## config.mk

```make
export PLATFORM = sky130hd
export DESIGN_NAME = lfu_freq_scheduler_flat
export DESIGN_NICKNAME = d
export VERILOG_FILES = /design/src/rtl/lfu_freq_scheduler_pkg.sv /design/src/rtl/lfu_freq_scheduler_if.sv /design/src/rtl/lfu_tick_prescaler.sv /design/src/rtl/lfu_freq_scheduler.sv /design/src/flat_wrapper.sv
export SDC_FILE = /design/constraint.sdc
export NUM_CORES = 1
export LEC_CHECK = 0
export ABC_CLOCK_PERIOD_IN_PS = 3370
export CAP_MARGIN = 20
export CORE_MARGIN = 2
export CORE_UTILIZATION = 56
export DETAILED_ROUTE_END_ITERATION = 10
export GPL_TIMING_DRIVEN = 0
export PLACE_DENSITY = 0.78
export SETUP_SLACK_MARGIN = 0.4
export SYNTH_ARGS = -nofsm -noshare
export SYNTH_HDL_FRONTEND = slang
export SYNTH_HIERARCHICAL = 1
export SYNTH_SLANG_ARGS = --single-unit
```

## constraint.sdc

```tcl
create_clock -name clock -period 3.37 [get_ports clock]
set_input_delay 0.5055 -clock clock [delete_from_list [all_inputs] [get_ports clock]]
set_output_delay 0.5055 -clock clock [all_outputs]
set_load 0.005 [all_outputs]
```

## src/rtl/lfu_freq_scheduler_pkg.sv

```systemverilog
`default_nettype none
// +------------------------------------------------------------------------+
// | Package     : lfu_pkg                                                  |
// | Description : Shared state encoding, sizing helpers and default        |
// |               configuration constants for the LFU frequency scheduler. |
// | Ports       : none                                                     |
// | Revision    : 1.0 - initial release                                    |
// +------------------------------------------------------------------------+
package lfu_pkg;

  // Scheduler FSM encoding.
  typedef logic [1:0] state_t;
  localparam state_t IDLE = 2'd0;
  localparam state_t SCAN = 2'd1;
  localparam state_t AGE  = 2'd2;

  // Index width for a given line count. Never returns 0, so a one-bit
  // index still exists for degenerate configurations.
  function automatic int idx_w(input int lines);
    return (lines > 1) ? $clog2(lines) : 1;
  endfunction

  // Largest value a counter of the given width can hold.
  function automatic int cnt_max(input int w);
    return (1 << w) - 1;
  endfunction

  // Default configuration.
  localparam int DEF_LINES = 8;
  localparam int DEF_CNT_W = 8;
  localparam int IDX_W     = idx_w(DEF_LINES);
  localparam int CNT_MAX   = cnt_max(DEF_CNT_W);

endpackage
`default_nettype wire

```

## src/rtl/lfu_freq_scheduler_if.sv

```systemverilog
`default_nettype none
// +------------------------------------------------------------------------+
// | Interface   : lfu_freq_scheduler_if                                    |
// | Description : Bundle of all scheduler signals except clock and reset.  |
// |   master drives: tick, hit_valid/hit_idx, alloc_valid/alloc_idx,       |
// |                  victim_req, rd_idx                                    |
// |   slave drives : busy, age_active, victim_valid/victim_idx, rd_cnt     |
// | Revision    : 1.0 - initial release                                    |
// +------------------------------------------------------------------------+
interface lfu_freq_scheduler_if
  import lfu_pkg::*;
#(
  parameter int LINES = DEF_LINES,
  parameter int CNT_W = DEF_CNT_W
);
  localparam int IW = idx_w(LINES);

  logic             tick;
  logic             hit_valid;
  logic [IW-1:0]    hit_idx;
  logic             alloc_valid;
  logic [IW-1:0]    alloc_idx;
  logic             victim_req;
  logic             busy;
  logic             age_active;
  logic             victim_valid;
  logic [IW-1:0]    victim_idx;
  logic [IW-1:0]    rd_idx;
  logic [CNT_W-1:0] rd_cnt;

  modport master (
    output tick, hit_valid, hit_idx, alloc_valid, alloc_idx, victim_req, rd_idx,
    input  busy, age_active, victim_valid, victim_idx, rd_cnt
  );

  modport slave (
    input  tick, hit_valid, hit_idx, alloc_valid, alloc_idx, victim_req, rd_idx,
    output busy, age_active, victim_valid, victim_idx, rd_cnt
  );

endinterface
`default_nettype wire

```

## src/rtl/lfu_tick_prescaler.sv

```systemverilog
`default_nettype none
// +------------------------------------------------------------------------+
// | Module      : lfu_tick_prescaler                                       |
// | Description : Counts timer ticks and raises an aging request every     |
// |               AGE_PERIOD ticks. At most one request is held.           |
// | Ports       : clock, rst  - clock / synchronous active-high reset      |
// |               tick        - 1-cycle timer pulse                        |
// |               clear       - request consumed (sweep starting)          |
// |               age_pending - request outstanding                        |
// | Revision    : 1.0 - initial release                                    |
// +------------------------------------------------------------------------+
module lfu_tick_prescaler #(
  parameter int AGE_PERIOD = 4
) (
  input  wire logic clock,
  input  wire logic rst,
  input  wire logic tick,
  input  wire logic clear,
  output logic      age_pending
);
  localparam int            CW   = (AGE_PERIOD > 1) ? $clog2(AGE_PERIOD) : 1;
  localparam logic [CW-1:0] LAST = CW'(AGE_PERIOD - 1);

  logic [CW-1:0] count_q, count_d;
  logic          pending_q, pending_d;
  logic          wrap;

  always_comb begin
    wrap    = tick && (count_q == LAST);
    count_d = count_q;
    if (tick) begin
      count_d = wrap ? '0 : count_q + 1'b1;
    end
    // The wrapping tick is visible to the FSM in the same cycle, so a
    // clear in that cycle consumes it as well as any stored request.
    pending_d = clear ? 1'b0 : (pending_q | wrap);
  end

  assign age_pending = pending_q | wrap;

  always_ff @(posedge clock) begin
    if (rst) begin
      count_q   <= '0;
      pending_q <= 1'b0;
    end else begin
      count_q   <= count_d;
      pending_q <= pending_d;
    end
  end

endmodule
`default_nettype wire

```

## src/rtl/lfu_freq_scheduler.sv

```systemverilog
`default_nettype none
// +------------------------------------------------------------------------+
// | Module      : lfu_freq_scheduler                                       |
// | Description : Per-line LFU use counters with hit/alloc updates, a      |
// |               tick-paced halving sweep and a linear victim search.     |
// | Ports       : clock, rst - clock / synchronous active-high reset       |
// |               bus (slave) - tick, hit, alloc, victim request/result,   |
// |                             busy/age_active status, debug read port    |
// | Revision    : 1.0 - initial release                                    |
// +------------------------------------------------------------------------+
module lfu_freq_scheduler
  import lfu_pkg::*;
#(
  parameter int LINES      = 8,
  parameter int CNT_W      = 8,
  parameter int AGE_PERIOD = 4
) (
  input  wire logic            clock,
  input  wire logic            rst,
  lfu_freq_scheduler_if.slave  bus
);
  localparam int               IW       = idx_w(LINES);
  localparam logic [IW-1:0]    LAST_IDX = IW'(LINES - 1);
  localparam logic [CNT_W-1:0] CNT_TOP  = CNT_W'(cnt_max(CNT_W));

  logic [CNT_W-1:0] cnt_q [LINES];
  logic [CNT_W-1:0] cnt_d [LINES];
  state_t           state_q, state_d;
  logic [IW-1:0]    s_q, s_d;
  logic [IW-1:0]    p_q, p_d;
  logic [CNT_W-1:0] min_val_q, min_val_d;
  logic [IW-1:0]    min_idx_q, min_idx_d;
  logic             victim_valid_q, victim_valid_d;
  logic [IW-1:0]    victim_idx_q, victim_idx_d;
  logic             age_pending;
  logic             age_clear;
  logic             age_step;
  logic [CNT_W-1:0] cur;

  lfu_tick_prescaler #(
    .AGE_PERIOD (AGE_PERIOD)
  ) u_prescaler (
    .clock       (clock),
    .rst         (rst),
    .tick        (bus.tick),
    .clear       (age_clear),
    .age_pending (age_pending)
  );

  always_comb begin
    state_d        = state_q;
    s_d            = s_q;
    p_d            = p_q;
    min_val_d      = min_val_q;
    min_idx_d      = min_idx_q;
    victim_valid_d = 1'b0;
    victim_idx_d   = victim_idx_q;
    age_clear      = 1'b0;
    age_step       = 1'b0;
    cur            = cnt_q[s_q];
    cnt_d          = cnt_q;

    case (state_q)
      IDLE: begin
        if (bus.victim_req) begin
          state_d = SCAN;
          s_d     = '0;
        end else if (age_pending) begin
          state_d   = AGE;
          p_d       = '0;
          age_clear = 1'b1;
        end
      end
      SCAN: begin
        // Line 0 seeds the minimum; strict compare keeps the lowest index on ties.
        if ((s_q == '0) || (cur < min_val_q)) begin
          min_val_d = cur;
          min_idx_d = s_q;
        end
        if (s_q == LAST_IDX) begin
          state_d        = IDLE;
          victim_valid_d = 1'b1;
          victim_idx_d   = min_idx_d;
        end else begin
          s_d = s_q + 1'b1;
        end
      end
      AGE: begin
        // Any counter update this cycle stalls the sweep, so halving never
        // collides with a hit or alloc.
        if (!(bus.hit_valid || bus.alloc_valid)) begin
          age_step = 1'b1;
          p_d      = p_q + 1'b1;
          if (p_q == LAST_IDX) begin
            state_d = IDLE;
          end
        end
      end
      default: state_d = IDLE;
    endcase

    if (age_step) begin
      cnt_d[p_q] = cnt_q[p_q] >> 1;
    end
    if (bus.hit_valid && (cnt_q[bus.hit_idx] != CNT_TOP)) begin
      cnt_d[bus.hit_idx] = cnt_q[bus.hit_idx] + 1'b1;
    end
    // Applied last so alloc overrides a hit on the same line.
    if (bus.alloc_valid) begin
      cnt_d[bus.alloc_idx] = CNT_W'(1);
    end
  end

  always_ff @(posedge clock) begin
    if (rst) begin
      cnt_q          <= '{default: '0};
      state_q        <= IDLE;
      s_q            <= '0;
      p_q            <= '0;
      min_val_q      <= '0;
      min_idx_q      <= '0;
      victim_valid_q <= 1'b0;
      victim_idx_q   <= '0;
    end else begin
      cnt_q          <= cnt_d;
      state_q        <= state_d;
      s_q            <= s_d;
      p_q            <= p_d;
      min_val_q      <= min_val_d;
      min_idx_q      <= min_idx_d;
      victim_valid_q <= victim_valid_d;
      victim_idx_q   <= victim_idx_d;
    end
  end

  assign bus.busy         = (state_q != IDLE);
  assign bus.age_active   = (state_q == AGE);
  assign bus.victim_valid = victim_valid_q;
  assign bus.victim_idx   = victim_idx_q;
  assign bus.rd_cnt       = cnt_q[bus.rd_idx];

endmodule
`default_nettype wire

```

## src/flat_wrapper.sv

```systemverilog
// flat-port wrapper written by rule: the top's interface ports become plain ports
module lfu_freq_scheduler_flat import lfu_pkg::*;
#(
  parameter int LINES      = 8,
  parameter int CNT_W      = 8,
  parameter int AGE_PERIOD = 4
)
  (clock, rst, bus_tick, bus_hit_valid, bus_hit_idx, bus_alloc_valid, bus_alloc_idx, bus_victim_req, bus_rd_idx, bus_busy, bus_age_active, bus_victim_valid, bus_victim_idx, bus_rd_cnt);
  lfu_freq_scheduler_if #(.LINES(LINES), .CNT_W(CNT_W)) bus_i ();
  input  wire logic clock;
  input  wire logic rst;
  input wire logic [$bits(bus_i.tick)-1:0] bus_tick;
  input wire logic [$bits(bus_i.hit_valid)-1:0] bus_hit_valid;
  input wire logic [$bits(bus_i.hit_idx)-1:0] bus_hit_idx;
  input wire logic [$bits(bus_i.alloc_valid)-1:0] bus_alloc_valid;
  input wire logic [$bits(bus_i.alloc_idx)-1:0] bus_alloc_idx;
  input wire logic [$bits(bus_i.victim_req)-1:0] bus_victim_req;
  input wire logic [$bits(bus_i.rd_idx)-1:0] bus_rd_idx;
  output wire logic [$bits(bus_i.busy)-1:0] bus_busy;
  output wire logic [$bits(bus_i.age_active)-1:0] bus_age_active;
  output wire logic [$bits(bus_i.victim_valid)-1:0] bus_victim_valid;
  output wire logic [$bits(bus_i.victim_idx)-1:0] bus_victim_idx;
  output wire logic [$bits(bus_i.rd_cnt)-1:0] bus_rd_cnt;
  assign bus_i.tick = bus_tick;
  assign bus_i.hit_valid = bus_hit_valid;
  assign bus_i.hit_idx = bus_hit_idx;
  assign bus_i.alloc_valid = bus_alloc_valid;
  assign bus_i.alloc_idx = bus_alloc_idx;
  assign bus_i.victim_req = bus_victim_req;
  assign bus_i.rd_idx = bus_rd_idx;
  assign bus_busy = bus_i.busy;
  assign bus_age_active = bus_i.age_active;
  assign bus_victim_valid = bus_i.victim_valid;
  assign bus_victim_idx = bus_i.victim_idx;
  assign bus_rd_cnt = bus_i.rd_cnt;
  lfu_freq_scheduler #(.LINES(LINES), .CNT_W(CNT_W), .AGE_PERIOD(AGE_PERIOD)) u_core (.clock(clock), .rst(rst), .bus(bus_i));
endmodule
```

**Yosys cells after proc, flatten, opt, wreduce, memory -nomap -nowiden**

Index checks and enable logic that the tools add are counted.

- Bits in registers: 90
- Input bits: 15
- Output and inout bits: 14
- Word-level logic and storage cells: 117

- $add $sub $neg: 4
- $lt $le $gt $ge: 9
- Eq/ne operators: 14
- Muxes and demuxes: 44
- Bitwise operators: 10
- Reduce and logical (&&, ||, !) cells: 19

Operator list:

| kind | count |
|---|---|
| 2-to-1 mux 64 bit | 3 |
| bitwise mux 64 bit | 2 |
| binary-select mux 8 bit (select 3 bit) | 4 |
| 2-to-1 mux 8 bit | 11 |
| demux 8 bit (select 3 bit) | 3 |
| bitwise AND 56 bit | 1 |
| NOT 56 bit | 1 |
| >= comparator 4 bit, second input constant | 5 |
| NOT 3 -> 4 bit | 5 |
| 2-to-1 mux 3 bit | 6 |
| < comparator 4 x 1 -> 1 bit, second input constant | 3 |
| 2-to-1 mux 2 bit | 6 |
| case mux 3 bit (2 select lines) | 2 |
| adder 8 x 1 -> 8 bit, second input constant | 1 |
| < comparator 8 bit | 1 |
| inequality test 2 bit, second input constant | 4 |
| inequality test 8 bit, second input constant | 1 |
| OR 8 bit | 1 |
| AND reduction 4 bit | 2 |
| adder 3 x 1 -> 3 bit, second input constant | 2 |
| == test 3 bit, second input constant | 2 |
| 2-to-1 mux 1 bit | 6 |
| inequality test 2 x 1 -> 1 bit, second input constant | 3 |
| case mux 2 bit (3 select lines) | 1 |
| other kinds (14) | 24 |

**Depth between registers and ports, before layout**

- Word-level depth: 11
- Depth in mapped cells: 16
- Gate-level depth less buffers: 11

**Cells and area by module**

Netlist, hierarchy kept.

By module, submodules not included:

| module | times used | cells each | area each (µm²) | sequential area each (µm²) |
|---|---|---|---|---|
| lfu_freq_scheduler | 1 | 691 | 6,542.5 | 1,741.7 |
| lfu_tick_prescaler | 1 | 11 | 121.4 | 60.1 |

**Least setup slack after synthesis**

OpenSTA, ideal clock, no wires.

- Path type: input -> register
- From: input port bus_hit_idx[2]
- To: register u_core/cnt_q[26] (netlist bit)
- Library setup time: 0.063 ns
- Arrival time: 3.550 ns
- Data required time: 3.307 ns
- Setup slack: -0.244 ns
- Cell stages on the path: 16
- Path buffers: 5
- Cells stage by stage: buf_6 > buf_2 > buf_1 > mux2i_1 > o21ai_0 > a32oi_1 > and2_1 > clkbuf_1 > inv_1 > ha_1 > o211ai_2 > nor4b_4 > or4b_1 > buf_6 > mux2_4 > nor2_2

- Cells in the longest elaborated chain, start to end: 9
- Elaborated cells between the ends (all ways): 16
- Classes of those cells: add/sub: 1; order compare: 2; eq/ne: 1; mux: 8; bitwise: 2; reduce/logical: 2

RTL lines:

| what | line | text |
|---|---|---|
| start: declaration | flat_wrapper.sv:14 | `input wire logic [$bits(bus_i.hit_idx)-1:0] bus_hit_idx;` |
| NOT 3 -> 4 bit (not written as such) (*) | lfu_freq_scheduler.sv:105, lfu_freq_scheduler.sv:106 |  |
| binary-select mux 8 bit (select 3 bit) (tied with other cells) | lfu_freq_scheduler.sv:105, lfu_freq_scheduler.sv:106 |  |
| 2-to-1 mux 8 bit (not written as such) / logical AND 1 bit (equally long branches) | lfu_freq_scheduler.sv:105, lfu_freq_scheduler.sv:106 |  |
| 2-to-1 mux 8 bit, on equally long branches | lfu_freq_scheduler.sv:105, lfu_freq_scheduler.sv:106 |  |
| adder 8 x 1 -> 8 bit (tied with other cells) | lfu_freq_scheduler.sv:106 | `cnt_d[bus.hit_idx] = cnt_q[bus.hit_idx] + 1'b1;` |
| bitwise mux 64 bit / logical AND 1 bit (equally long branches) | lfu_freq_scheduler.sv:106, lfu_freq_scheduler.sv:105 |  |
| 2-to-1 mux 64 bit (*) | lfu_freq_scheduler.sv:105 | `if (bus.hit_valid && (cnt_q[bus.hit_idx] != CNT_TOP)) begin` |
| bitwise AND 56 bit (no line) | - |  |
| 2-to-1 mux 64 bit (*) | lfu_freq_scheduler.sv:109 | `if (bus.alloc_valid) begin` |
| end signal: assignment | lfu_freq_scheduler.sv:125 | `cnt_q <= cnt_d;` |
| end: declaration | lfu_freq_scheduler.sv:26 | `logic [CNT_W-1:0] cnt_q [LINES];` |

Mark *: on every way between the ends. The rest lies on a longest branch, timed or not. The select of a mux whose other input is x is not followed.
A chain may end at the register's enable or synchronous reset.

**Worst setup path after layout**

- From: input port bus_hit_idx[2]
- To: register u_core/cnt_q[41] (netlist bit)

The elaborated chain is that of the path after synthesis.

==> impl_metrics.env <==
export IMPL_yosysWarnings=6
export IMPL_clock_latency_ns=0.35
export IMPL_synthSimpleGateAreaFrac_pct=18.6
export IMPL_status="finished with violations"
export IMPL_syn_nets=731
export IMPL_switching_share_pct=24.8
export IMPL_combPwrFrac_pct=14.6
export IMPL_crit_path_start_kind="input pin"
export IMPL_synth_top_area_share_pct=27.0
export IMPL_switchingPower_uw=622
export IMPL_stdcell_count=924
export IMPL_synthTopCellsByArea="dfxtp_1 27%, mux4_2 18%, mux2i_1 7.2%"
export IMPL_worstMarginPinSlew_ns=0.898
export IMPL_grt_pass1_vias=6211
export IMPL_peakVddDrop_uv=416
export IMPL_ant_nets=0
export IMPL_design_area_um2=8320
export IMPL_r2r_start="u_core/s_q[0]$_SDFFE_PP0P_"
export IMPL_place_gp_congestion=1.00
export IMPL_max_freq_mhz=323
export IMPL_grt_max_degree=14
export IMPL_worstSetupPathType="input pin to flip-flop"
export IMPL_holdPathStages=2
export IMPL_synthArstFlopShare_pct=0
export IMPL_wl_um=22100
export IMPL_cellPowerDensity_nw_per_um2=301
export IMPL_total_power_mw=2.51
export IMPL_mostFrequentLayoutCells="89 x dfxtp_1, 87 x nor2_1, 68 x nand2_1"
export IMPL_clkPwrFrac_pct=41.5
export IMPL_post_synth_num_cell_types=62
export IMPL_path_max_fanout=8
export IMPL_timing_rr_end="u_core/min_val_q[2]$_SDFFE_PP0P_"
export IMPL_route_vias_total=6302
export IMPL_reg2reg_slack_ns=0.28
export IMPL_dp_hpwl_um=15300
export IMPL_cts_tree="built"
export IMPL_hold_slack_ns=0.483
export IMPL_grt_pass1_wl_um=33000
export IMPL_cts_inserted_buffers=9
export IMPL_drv_slew=0
export IMPL_synthCells=702
export IMPL_setup_viol=0
export IMPL_finish_utilization_pct=72.3
export IMPL_whs_endpoint="u_core/min_idx_q[2]$_SDFFE_PP0P_"
export IMPL_dieArea_um2=12800
export IMPL_synth_top_family_by_area="multiplexers"
export IMPL_ios=29
export IMPL_maxCapViolations=0
export IMPL_grt_overflow=0
export IMPL_antenna_found_initial=0
export IMPL_post_place_ws_ns=-0.872
export IMPL_syn_area_per_cell_um2=9.49
export IMPL_ys_ff_latch=90
export IMPL_nNetsFinal=806
export IMPL_core_area_um2=11500
export IMPL_r2r_cells=15
export IMPL_cts_htree_levels=3
export IMPL_clock_path_buffers=2
export IMPL_hold_violations=0
export IMPL_synth_fa_ha_area_share_pct=2.63
export IMPL_place_area_um2=7290
export IMPL_finalWorstSetupSlack_ns=0.271
export IMPL_drtPass1Iterations=10
export IMPL_drive_gt1_share_pct=32.9
export IMPL_synth_compound_area_share_pct=11.0
export IMPL_fp_dieH_um=113
export IMPL_synth_edf_count=0
export IMPL_track_usage_pct=33.7
export IMPL_synthesis_area_um2=6660
export IMPL_dieWidth_um=113
export IMPL_yosys_area_share_xor_xnor_pct=0.789
export IMPL_power_leakage_nw=3.16
export IMPL_place_inst=867
export IMPL_fin_crit_ns=3.10
export IMPL_worst_setup_hold_path_clk_slew_ns=0.06
export IMPL_hold_buffers=0
export IMPL_rsz0062_at_grt="yes"
export IMPL_cts_sinks=90
export IMPL_vias_per_cell=6.82
export IMPL_start_util_pct=57.9
export IMPL_drt_iter0_drc=846
export IMPL_worstPathArrival_ns=3.33
export IMPL_ys_flop_type="dfxtp_1"
export IMPL_ys_seq_area_share_pct=27.0
export IMPL_final_common_cell="dfxtp_1"
export IMPL_drc=1
export IMPL_synth_mux_area_share_pct=35.4
export IMPL_portBuffers=22
export IMPL_internal_power_mw=1.89
export IMPL_antenna_cells_inserted=0
export IMPL_seqPwrFrac_pct=43.9
export IMPL_max_slew_margin_rel_pct=39.7
export IMPL_violations="design-rule violations"
export IMPL_min_from="u_core/min_idx_q[2]$_SDFFE_PP0P_"
export IMPL_cp_end_kind="flip-flop"
export IMPL_cts_root_buf="clkbuf_16"
export IMPL_crit_required_ns=3.60
export IMPL_synth_top_area_cell="dfxtp_1"
export IMPL_min_path_type="flip-flop to flip-flop"
export IMPL_final_period_utilization_pct=92.0
export IMPL_fp_row_count=39
export IMPL_finClkSkew_ns=0.00716
export IMPL_wl_per_cell_um=23.9
export IMPL_timing_setup_tns_ns=0
export IMPL_area_growth_pct=24.9
export IMPL_crit_start="bus_hit_idx[2]"
power groups by stage:
stage                     Sequential, mW  Combinational, mW  Clock, mW
final                               1.10              0.367       1.04
after global routing                1.10              0.387       1.09
after CTS                           1.10              0.331       1.05
after detailed placement            1.12              0.292          0
after global placement              1.12              0.285          0
after floorplan                     1.12              0.217          0
synth_stat cells, drive strengths merged (10+ instances only):
| cell type | count |
|---|---|
| clkbuf | 26 |
| inv | 14 |
| o21ai | 27 |
| nor2 | 98 |
| mux2 | 61 |
| a311oi | 10 |
| a21oi | 39 |
| mux2i | 48 |
| nand3 | 12 |
| mux4 | 52 |
| ha | 14 |
| dfxtp | 90 |
| buf | 27 |
| nand2 | 72 |
| nand2b | 19 |
state kept, by name (all words and copies together), names as in the netlist:
name	count
u_core/bus.victim_idx	3
u_core/bus.victim_valid	1
u_core/cnt_q	64
u_core/min_idx_q	3
u_core/min_val_q	8
u_core/p_q	3
u_core/s_q	3
u_core/state_q	2
u_core/u_prescaler/count_q	2
u_core/u_prescaler/pending_q	1
worst max-delay path by stage:
stage | slack, ns | cells after the start | end
6_report | 0.27 | 18 | u_core/cnt_q[41]$_SDFF_PP0_
5_1_grt | 0.11 | 18 | u_core/cnt_q[41]$_SDFF_PP0_
4_1_cts | 0.27 | 15 | u_core/min_idx_q[1]$_SDFFE_PP0P_
3_5_place_dp | -0.87 | 15 | u_core/cnt_q[19]$_SDFF_PP0_
3_3_place_gp | -0.76 | 15 | u_core/cnt_q[19]$_SDFF_PP0_
2_1_floorplan | 0.22 | 14 | u_core/cnt_q[58]$_SDFF_PP0_
worst max-delay path, stage by stage:
cell and delay [ns]:
buf_12 0.10, buf_8 0.13, buf_8 0.13, mux2i_1 0.22, o21ai_1 0.14, a32oi_2 0.24, and2_4 0.19, clkbuf_16 0.12
inv_4 0.03, ha_4 0.15, o211ai_4 0.08, nor4b_4 0.07, buf_6 0.16, buf_6 0.13, nor4_4 0.39, clkbuf_16 0.22
mux2i_1 0.25, nor2_1 0.06
cell families (layout without fill, tap and decap cells):
logic type                 count (synthesis)  after routing
muxes                                    161            161
buffers and inverters                     67            146
DFF                                       90             90
AOI/OAI and AO/OA                        113            113
and+or+nand+nor                          251            251
adders and majority gates                 14             14
xor gates and xnor gates                   6              6
per-layer routing:
metal  vias up  global-route usage (%)  routed length, um
li1       2720                       -                  -
met1      3009                    41.0               7730
met2       448                    54.1              10500
met3       125                    8.14               2420
met4         0                    20.9               1440
met5         -                       0                  0
cell type report:
cell class,count,area (um2)
clock inverters,2,35.0
plain buffers,53,462
inverters,14,55.1
flip-flops and latches,90,1810
multi-input cells,545,4880
well taps,143,179
fillers,824,3200
repair buffers,64,629
clock buffers,13,270
timing repair:
item                                    CTS  global route
cloned                                    1             4
pin swaps                                15            24
setup buffers                            23            14
endpoints found under the setup margin   86            63
gates resized for setup                  33            62
Power figures use the tool's default switching activity.
